<file path="src/rtl/ro_puf_pkg.sv">
// Shared types and constants for the ring-oscillator PUF race scheduler.
// Holds the sequencer states, default sizing and the per-pair bit decision.
package ro_puf_pkg;

    localparam int N_RO_DEFAULT      = 16;
    localparam int RESP_BITS_DEFAULT = 8;
    localparam int TIMEOUT_DEFAULT   = 1000;

    typedef enum logic [1:0] {
        IDLE  = 2'd0,
        SETUP = 2'd1,
        RACE  = 2'd2,
        DONE  = 2'd3
    } state_e;

    localparam logic BIT_A_WINS  = 1'b1;
    localparam logic BIT_B_WINS  = 1'b0;
    localparam logic BIT_TIE     = 1'b0;
    localparam logic BIT_TIMEOUT = 1'b0;

    // Response bit for one race cycle; a tie outranks a single winner.
    function automatic logic race_bit(input logic fin_a, input logic fin_b);
        if (fin_a && fin_b) return BIT_TIE;
        if (fin_a)          return BIT_A_WINS;
        if (fin_b)          return BIT_B_WINS;
        return BIT_TIMEOUT;
    endfunction

endpackage

</file>
<file path="src/rtl/ro_race_scheduler_timer.sv">
// Per-pair race timer: cleared during SETUP, counts RACE cycles and flags the
// last permitted cycle so the scheduler can force a decision.
module race_timeout_timer #(
    parameter int TIMEOUT = 1000
) (
    input  logic clk,
    input  logic rst,
    input  logic clear,
    input  logic enable,
    output logic expired
);

    localparam int TW = (TIMEOUT > 1) ? $clog2(TIMEOUT) : 1;

    logic [TW-1:0] cnt_q, cnt_d;

    assign expired = (cnt_q == TW'(TIMEOUT - 1));

    always_comb begin
        cnt_d = cnt_q;
        if (clear)
            cnt_d = '0;
        else if (enable && !expired)
            cnt_d = cnt_q + TW'(1);
    end

    always_ff @(posedge clk or posedge rst) begin
        if (rst) cnt_q <= '0;
        else     cnt_q <= cnt_d;
    end

endmodule

</file>
<file path="src/rtl/ro_race_scheduler.sv">
// Sequences RO-PUF pair races: select, clear counters, run, record the winner,
// and assemble one response bit per challenge pair.
import ro_puf_pkg::*;

module ro_race_scheduler #(
    parameter int N_RO      = N_RO_DEFAULT,
    parameter int RESP_BITS = RESP_BITS_DEFAULT,
    parameter int TIMEOUT   = TIMEOUT_DEFAULT,
    localparam int SEL_W    = $clog2(N_RO)
) (
    input  logic                         clk,
    input  logic                         rst,
    input  logic                         start,
    input  logic [RESP_BITS*2*SEL_W-1:0] challenge,
    input  logic                         fin_a,
    input  logic                         fin_b,
    output logic [SEL_W-1:0]             sel_a,
    output logic [SEL_W-1:0]             sel_b,
    output logic                         ro_en,
    output logic                         cnt_rst,
    output logic                         busy,
    output logic                         done,
    output logic [RESP_BITS-1:0]         response,
    output logic                         tie_flag,
    output logic                         timeout_err
);

    localparam int PAIR_W = 2 * SEL_W;
    localparam int IDX_W  = (RESP_BITS > 1) ? $clog2(RESP_BITS) : 1;
    localparam logic [IDX_W-1:0] LAST_IDX = IDX_W'(RESP_BITS - 1);

    state_e                          state_q, state_d;
    logic [RESP_BITS-1:0][PAIR_W-1:0] chal_q, chal_d;
    logic [IDX_W-1:0]                idx_q, idx_d, idx_nxt;
    logic [SEL_W-1:0]                sel_a_q, sel_a_d, sel_b_q, sel_b_d;
    logic                            ro_en_q, ro_en_d, cnt_rst_q, cnt_rst_d;
    logic                            busy_q, busy_d, done_q, done_d;
    logic [RESP_BITS-1:0]            resp_q, resp_d;
    logic                            tie_q, tie_d, to_q, to_d;
    logic [PAIR_W-1:0]               nxt_pair;
    logic                            tmr_expired;
    logic                            race_evt;

    race_timeout_timer #(.TIMEOUT(TIMEOUT)) u_timer (
        .clk     (clk),
        .rst     (rst),
        .clear   (state_q == SETUP),
        .enable  (state_q == RACE),
        .expired (tmr_expired)
    );

    assign idx_nxt  = idx_q + IDX_W'(1);
    assign nxt_pair = chal_q[idx_nxt];
    assign race_evt = fin_a || fin_b || tmr_expired;

    // Outputs are registered, so each transition loads the values the
    // destination state must present (cnt_rst for SETUP, ro_en for RACE).
    always_comb begin
        state_d   = state_q;
        chal_d    = chal_q;
        idx_d     = idx_q;
        sel_a_d   = sel_a_q;
        sel_b_d   = sel_b_q;
        ro_en_d   = ro_en_q;
        cnt_rst_d = cnt_rst_q;
        busy_d    = busy_q;
        done_d    = 1'b0;
        resp_d    = resp_q;
        tie_d     = tie_q;
        to_d      = to_q;

        case (state_q)
            IDLE: begin
                if (start) begin
                    chal_d    = challenge;
                    idx_d     = '0;
                    resp_d    = '0;
                    tie_d     = 1'b0;
                    to_d      = 1'b0;
                    busy_d    = 1'b1;
                    sel_a_d   = challenge[SEL_W-1:0];
                    sel_b_d   = challenge[PAIR_W-1:SEL_W];
                    cnt_rst_d = 1'b1;
                    ro_en_d   = 1'b0;
                    state_d   = SETUP;
                end
            end
            SETUP: begin
                cnt_rst_d = 1'b0;
                ro_en_d   = 1'b1;
                state_d   = RACE;
            end
            RACE: begin
                if (race_evt) begin
                    resp_d[idx_q] = race_bit(fin_a, fin_b);
                    if (fin_a && fin_b)  tie_d = 1'b1;
                    if (!fin_a && !fin_b) to_d = 1'b1;
                    ro_en_d = 1'b0;
                    if (idx_q == LAST_IDX) begin
                        done_d  = 1'b1;
                        state_d = DONE;
                    end else begin
                        idx_d     = idx_nxt;
                        sel_a_d   = nxt_pair[SEL_W-1:0];
                        sel_b_d   = nxt_pair[PAIR_W-1:SEL_W];
                        cnt_rst_d = 1'b1;
                        state_d   = SETUP;
                    end
                end
            end
            DONE: begin
                busy_d  = 1'b0;
                state_d = IDLE;
            end
            default: state_d = IDLE;
        endcase
    end

    always_ff @(posedge clk or posedge rst) begin
        if (rst) begin
            state_q   <= IDLE;
            chal_q    <= '0;
            idx_q     <= '0;
            sel_a_q   <= '0;
            sel_b_q   <= '0;
            ro_en_q   <= 1'b0;
            cnt_rst_q <= 1'b0;
            busy_q    <= 1'b0;
            done_q    <= 1'b0;
            resp_q    <= '0;
            tie_q     <= 1'b0;
            to_q      <= 1'b0;
        end else begin
            state_q   <= state_d;
            chal_q    <= chal_d;
            idx_q     <= idx_d;
            sel_a_q   <= sel_a_d;
            sel_b_q   <= sel_b_d;
            ro_en_q   <= ro_en_d;
            cnt_rst_q <= cnt_rst_d;
            busy_q    <= busy_d;
            done_q    <= done_d;
            resp_q    <= resp_d;
            tie_q     <= tie_d;
            to_q      <= to_d;
        end
    end

    assign sel_a       = sel_a_q;
    assign sel_b       = sel_b_q;
    assign ro_en       = ro_en_q;
    assign cnt_rst     = cnt_rst_q;
    assign busy        = busy_q;
    assign done        = done_q;
    assign response    = resp_q;
    assign tie_flag    = tie_q;
    assign timeout_err = to_q;

endmodule

</file>
<file path="config.mk">
export PLATFORM = sky130hd
export DESIGN_NAME = ro_race_scheduler
export DESIGN_NICKNAME = d
export VERILOG_FILES = /design/src/rtl/ro_puf_pkg.sv /design/src/rtl/ro_race_scheduler_timer.sv /design/src/rtl/ro_race_scheduler.sv
export SDC_FILE = /design/constraint.sdc
export NUM_CORES = 1
export LEC_CHECK = 0
export CORE_UTILIZATION = 47
export DETAILED_ROUTE_END_ITERATION = 12
export PLACE_DENSITY = 0.84
export SYNTH_ARGS = -nofsm -noshare
export SYNTH_HDL_FRONTEND = slang
export SYNTH_HIERARCHICAL = 1
export SYNTH_SLANG_ARGS = --single-unit
</file>
<file path="constraint.sdc">
create_clock -name clk -period 2.7 [get_ports clk]
set_clock_uncertainty 0.05 [all_clocks]
set_input_delay 0.405 -clock clk [delete_from_list [all_inputs] [get_ports clk]]
set_output_delay 0.405 -clock clk [all_outputs]
set_load 0.01 [all_outputs]
</file>
After elaboration in Yosys (flattened, before gate mapping). Index checks and enable logic that the tools add are counted.

Flip-flop bits (word level): 101. Latch bits: 0. Bits in writable memories: 0. ROM bits: 0. Output and inout port bits: 22. Logic and storage cells: 121. Memories kept: 0.

$add $sub $neg: 2. $mul: 0. Div/mod/pow operators: 0. Magnitude comparators: 3. Eq/ne operators: 10. Shift-type cells: 0. Muxes and demuxes: 63. Bitwise operators: 0. Reductions and logical operators: 23.

Operator list (count): $mux W1 (33); $bmux W8 S3 (1); $mux W4 (6); $mux W8 (3); $mux W10 (2); $pmux W4 S2 (2); $pmux W8 S2 (1); $reduce_and A4 Y1 (4); $add A10 B1 Y10 const B (1); $eq A10 B10 Y1 const B (1); $ne A2 B2 Y1 const B (5); $mux W3 (3); $bwmux W8 (1); $lt A3 B4 Y1 const B (2); $pmux W2 S4 (1); $mux W2 (3); $pmux W1 S2 (3); $pmux W1 S3 (2); $pmux W3 S2 (1); $reduce_and A2 Y1 (3); $reduce_and A3 Y1 (2); $reduce_bool A2 Y1 (3); $eq A2 B2 Y1 const B (2); $logic_and A1 B1 Y1 (4); other kinds (9) (12).

Longest topological paths before layout. Gate-level depths: netlist (run 1).

Depth in word-level cells: 19. Depth in mapped cells: 8.

Modules after synthesis. The synthesis (run 1) kept the hierarchy.

By module, submodules not included: ro_race_scheduler (times used 1, cells an instance 431, area each 4307.9 um^2, seq. area each 2277.2 um^2); race_timeout_timer (times used 1, cells an instance 59, area each 559.3 um^2, seq. area each 250.2 um^2).

Worst setup path before layout (run 1). OpenSTA, ideal clock, no wires.

Path kind: reg-to-reg. Start: reg u_timer.cnt_q[3]. End: reg sel_a_q[0] (netlist: sel_a[0]). Arrival: 2031 ps. Data required time: 2570 ps. Setup slack: 538 ps. Cell stages (with the launch flop): 7. Clock period less this slack: 2162 ps. Path through: dfrtp_1 or3b_4 nor3_1 nor4b_2 or4_4 buf_6 o211ai_2.

Word-level cells in the longest chain between the ends: 4.

Ends and longest elaborated chain: from (decl) (line ro_race_scheduler_timer.sv:15) `logic [TW-1:0] cnt_q, cnt_d;`; from (signal assigned) (line ro_race_scheduler_timer.sv:29) `else cnt_q <= cnt_d;`; $eq A10 B10 Y1 (line ro_race_scheduler_timer.sv:17) `assign expired = (cnt_q == TW'(TIMEOUT - 1));`; via tmr_expired (line ro_race_scheduler.sv:41) `logic tmr_expired;`; $logic_or A1 B1 Y1 (line ro_race_scheduler.sv:54) `assign race_evt = fin_a || fin_b || tmr_expired;`; $ne A2 B2 Y1 (no line); $reduce_and A4 Y1 (no line); to (signal assigned) (line ro_race_scheduler.sv:137) `sel_a_q <= sel_a_d;`; to (decl) (line ro_race_scheduler.sv:35) `logic [SEL_W-1:0] sel_a_q, sel_a_d, sel_b_q, sel_b_d;`.

The timed path passes the listed nets, and every way through them passes these cells. A chain may end at the register's enable or synchronous reset.

Worst setup path in the final report (run 1).
Start: reg u_timer.cnt_q[0]. End: reg resp_q[6] (netlist: response[6]).

Word-level cells in the longest chain between the ends: 4.

Ends and longest elaborated chain: $eq A10 B10 Y1 (line ro_race_scheduler_timer.sv:17); via tmr_expired (line ro_race_scheduler.sv:41); $logic_or A1 B1 Y1 (line ro_race_scheduler.sv:54); $ne A2 B2 Y1 (no line); $reduce_and A3 Y1 (no line); to (signal assigned) (line ro_race_scheduler.sv:143) `resp_q <= resp_d;`; to (decl) (line ro_race_scheduler.sv:38) `logic [RESP_BITS-1:0] resp_q, resp_d;`.

The timed path passes the listed nets, and every way through them passes these cells.

==> results.md, run 1 <==
* LEAKAGE at approximately 2.8 nW
* Top Layer Used: met4
* Flop2flop setup slack at 360 ps
* Routed WL at 11.0 mm
* Area leader, netlist: dfrtp_1
* Reg-to-Reg End: response[6]$_DFFE_PP0P_
* DR WL met2 at 5.54 mm
* Worst path required time at between 2000 and 3000 ps
* Clock-pin slew on the worst setup and hold paths at roughly 90 ps
* I/O Buffers at 90
* Setup TNS at 0 ps
* Initial antenna violation count at 0
* Number of hold buffers added after CTS at 0
* Crit path kind: flip-flop to flip-flop
* Buffer levels on the longest clock path at 2
* Die area at 0.0108 mm2
* Postcts setup bufs at 0
* I/O pin count at 91
* Peak supply drop at 0.000406 V
* Placed insts at 693
* Register area share after synthesis at 0.519
* Final hold violations at 0
* Fillers at roughly 830
* FMAX at approximately 430 MHz
* CTS resizes at 0
* Period utilisation layout at 0.868
* Setup-failing EPs final at 0
* Crit path launch type: flip-flop
* Detailed Place HPWL at ~7.9 mm
* Final Max Slew Viols at 0
* Root buf cell: clkbuf_8
* H-tree depth at 3
* Tmin final at around 2300 ps
* Routed WL per cell at between 15 and 20 um
* Max_slew headroom at 0.490
* Nets at 643
* DR iter-0 viols at 250
* Placer Congestion at 0.832
* Core area at 0.00991 mm2
* Critical path capture point type: flip-flop
* Worst-skew pair later-pin latency at 360 ps
* Post-Syn Area at 0.00487 mm2
* Max-cap violations at 0
* Async set or reset register ratio after synthesis at 1.00
* Diodes inserted at 0
* Top cells by count, synth: nand2_1, dfrtp_1, buf_2, inv_1, o31ai_1
* Most used DFF post-synth: dfrtp_1
* Global Route Usage Sum at 0.219
* Post-synthesis register bit count at 101
* Netlist cell types at 50
* Via count of the first global-routing pass at 3846
* Starting Density at 0.491
* Synth Instances at 490
* Clock buffer count from CTS at 9
* ANT nets after route at 0
* Hold Crit Class: primary input to asynchronous set/reset pin
* CTS Sinks at 101
* Tightest Pin Transition at 765 ps
* Syn_area_per_cell at 9.93 um2
* Area contributors post-synth: dfrtp_1, nand2_1, mux4_1, mux4_2, o31ai_1
* Row cnt at 36
* GR Overflow Total at 0
* Most frequent cell after synthesis: nand2_1
* Power density over cell area at 991 mW/mm2
* TritonCTS clock tree: yes
* Number of flops mapped to enable cells by yosys at 0
* Reg-to-Reg Start: u_timer/cnt_q[0]$_DFFE_PP0P_
* DRC at 0
* Met1 Routed Length at 4.74 mm
* Chip width at 104 um
* First-pass GRT wire length at 18.7 mm
* Worst Path Max Fanout at 13
* Register area at 0.00253 mm2
* Wire length on met3 at 510 um
* Top-area cell type share of the netlist area at 0.519
* R2r worst-path depth at 8
* Pin count of the biggest net entering global routing at 67
* Non-Filler Instances at 707
* Mapped Nets at about 560
* Vias/cell at 5.45
* Outcome: finished clean
* 1st-pass router iterations at 4
* Ratio of cells with drive above 1 in the final layout at 0.0923
* Critical path arrival at 2570 ps
* Die span in y at about 100 um
* RSZ-0062 raised after global routing: false
* Vias at ~3900
* Yosys warning total at 6
* Footprint of the multi-input gates at between 0.002 and 0.0025 mm2
* Area grow syn2layout at 24.8%
==> layout by cell type, fill, tap and decap left out, types with 2 or more instances in the layout <==
cell type	instances
nand2_1	200
dfrtp_1	101
clkdlybuf4s50_1	90
inv_1	15
o31ai_1	15
mux2i_1	10
clkbuf_8	10
buf_4	10
mux4_1	9
o211ai_2	8
a21oi_1	8
a211oi_1	7
mux4_2	7
o21ai_0	6
nor2_1	6
o22ai_1	6
or4_1	6
nand4_1	5
nand3b_1	5
nand3_1	5
or3b_2	4
nor3_1	4
nand2b_1	3
ha_1	3
o21a_1	2
o2bb2ai_1	2
clkinv_4	2
buf_12	2
==> power by group <==
part	internal [W]	switching [W]
clock	0.000448	0.000494
sequential	0.00212	0.000409
combinational	0.00126	0.00128
==> critical path, cell delays in order, from the launching register on <==
cell and delay [ps]:
dfrtp_1 430, ha_1 280, nand2_1 150, nor3_1 60
buf_4 160, nor4b_4 590, buf_4 280, a211oi_1 70
o22ai_1 180
==> worst max path at each step <==
stage | startpoint | endpoint | slack [ps] | cells after the start
floorplan | u_timer/cnt_q[3]$_DFFE_PP0P_ | sel_a[0]$_DFFE_PP0P_ | 540 | 6
global placement | fin_a | idx_q[0]$_DFFE_PP0P_ | 480 | 4
finish | u_timer/cnt_q[0]$_DFFE_PP0P_ | response[6]$_DFFE_PP0P_ | 360 | 8
detailed placement | u_timer/cnt_q[0]$_DFFE_PP0P_ | response[6]$_DFFE_PP0P_ | 380 | 8
global route | u_timer/cnt_q[0]$_DFFE_PP0P_ | response[6]$_DFFE_PP0P_ | 150 | 8
CTS | u_timer/cnt_q[0]$_DFFE_PP0P_ | response[6]$_DFFE_PP0P_ | 370 | 8
==> final cells by class <==
type / instances / area share
Multi-Input combinational cell: 340 / 0.347
Inverter: 17 / 0.0111
Sequential cell: 101 / 0.416
Tap cell: 133 / 0.0274
Clock inverter: 3 / 0.00783
Clock buffer: 11 / 0.0233
Timing Repair Buffer: 102 / 0.167
==> per-stage QoR <==
stage	util	area [um2]	setup slack, ps	hold WS, ps	power [W]
2_1_floorplan	-	4870	538	195	0.00432
3_3_place_gp	0.594	5880	478	400	0.00496
3_5_place_dp	0.594	5880	382	407	0.00512
4_1_cts	0.613	6070	372	374	0.00606
5_1_grt	0.613	6070	152	408	0.00643
6_report	0.613	6070	358	370	0.00602
==> kinds of logic (layout without fill, tap and decap cells) <==
logic type / after synthesis / after routing / synth area share
xor+xnor: 1 / 1 / 0.00180
fa+ha+maj: 3 / 3 / 0.00771
simple gates: 248 / 248 / 0.221
flops: 101 / 101 / 0.519
buf+inv: 49 / 133 / 0.0509
compound gates: 61 / 61 / 0.0959
mux: 27 / 27 / 0.104
==> state kept, by name, indices dropped and copies added, names as in the netlist <==
register       flops
cnt_rst            1
sel_b              4
idx_q              3
sel_a              4
chal_q            64
done               1
busy               1
response           8
tie_flag           1
ro_en              1
state_q            2
timeout_err        1
u_timer/cnt_q     10
==> routing by layer <==
layer / track usage / vias to the layer above
met5: 0 / -
met4: 0.0816 / 0
met3: 0.0378 / 19
met2: 0.369 / 118
met1: 0.285 / 1878
li1: - / 1840
Note: power is estimated with default switching activity, not from simulation.
==> run 2: changes to the inputs <==
HOLD_SLACK_MARGIN = 0.1   (was default)
==> results of run 2 <==
Same layout as run 1: the final DEF is identical, and so are final timing and power.
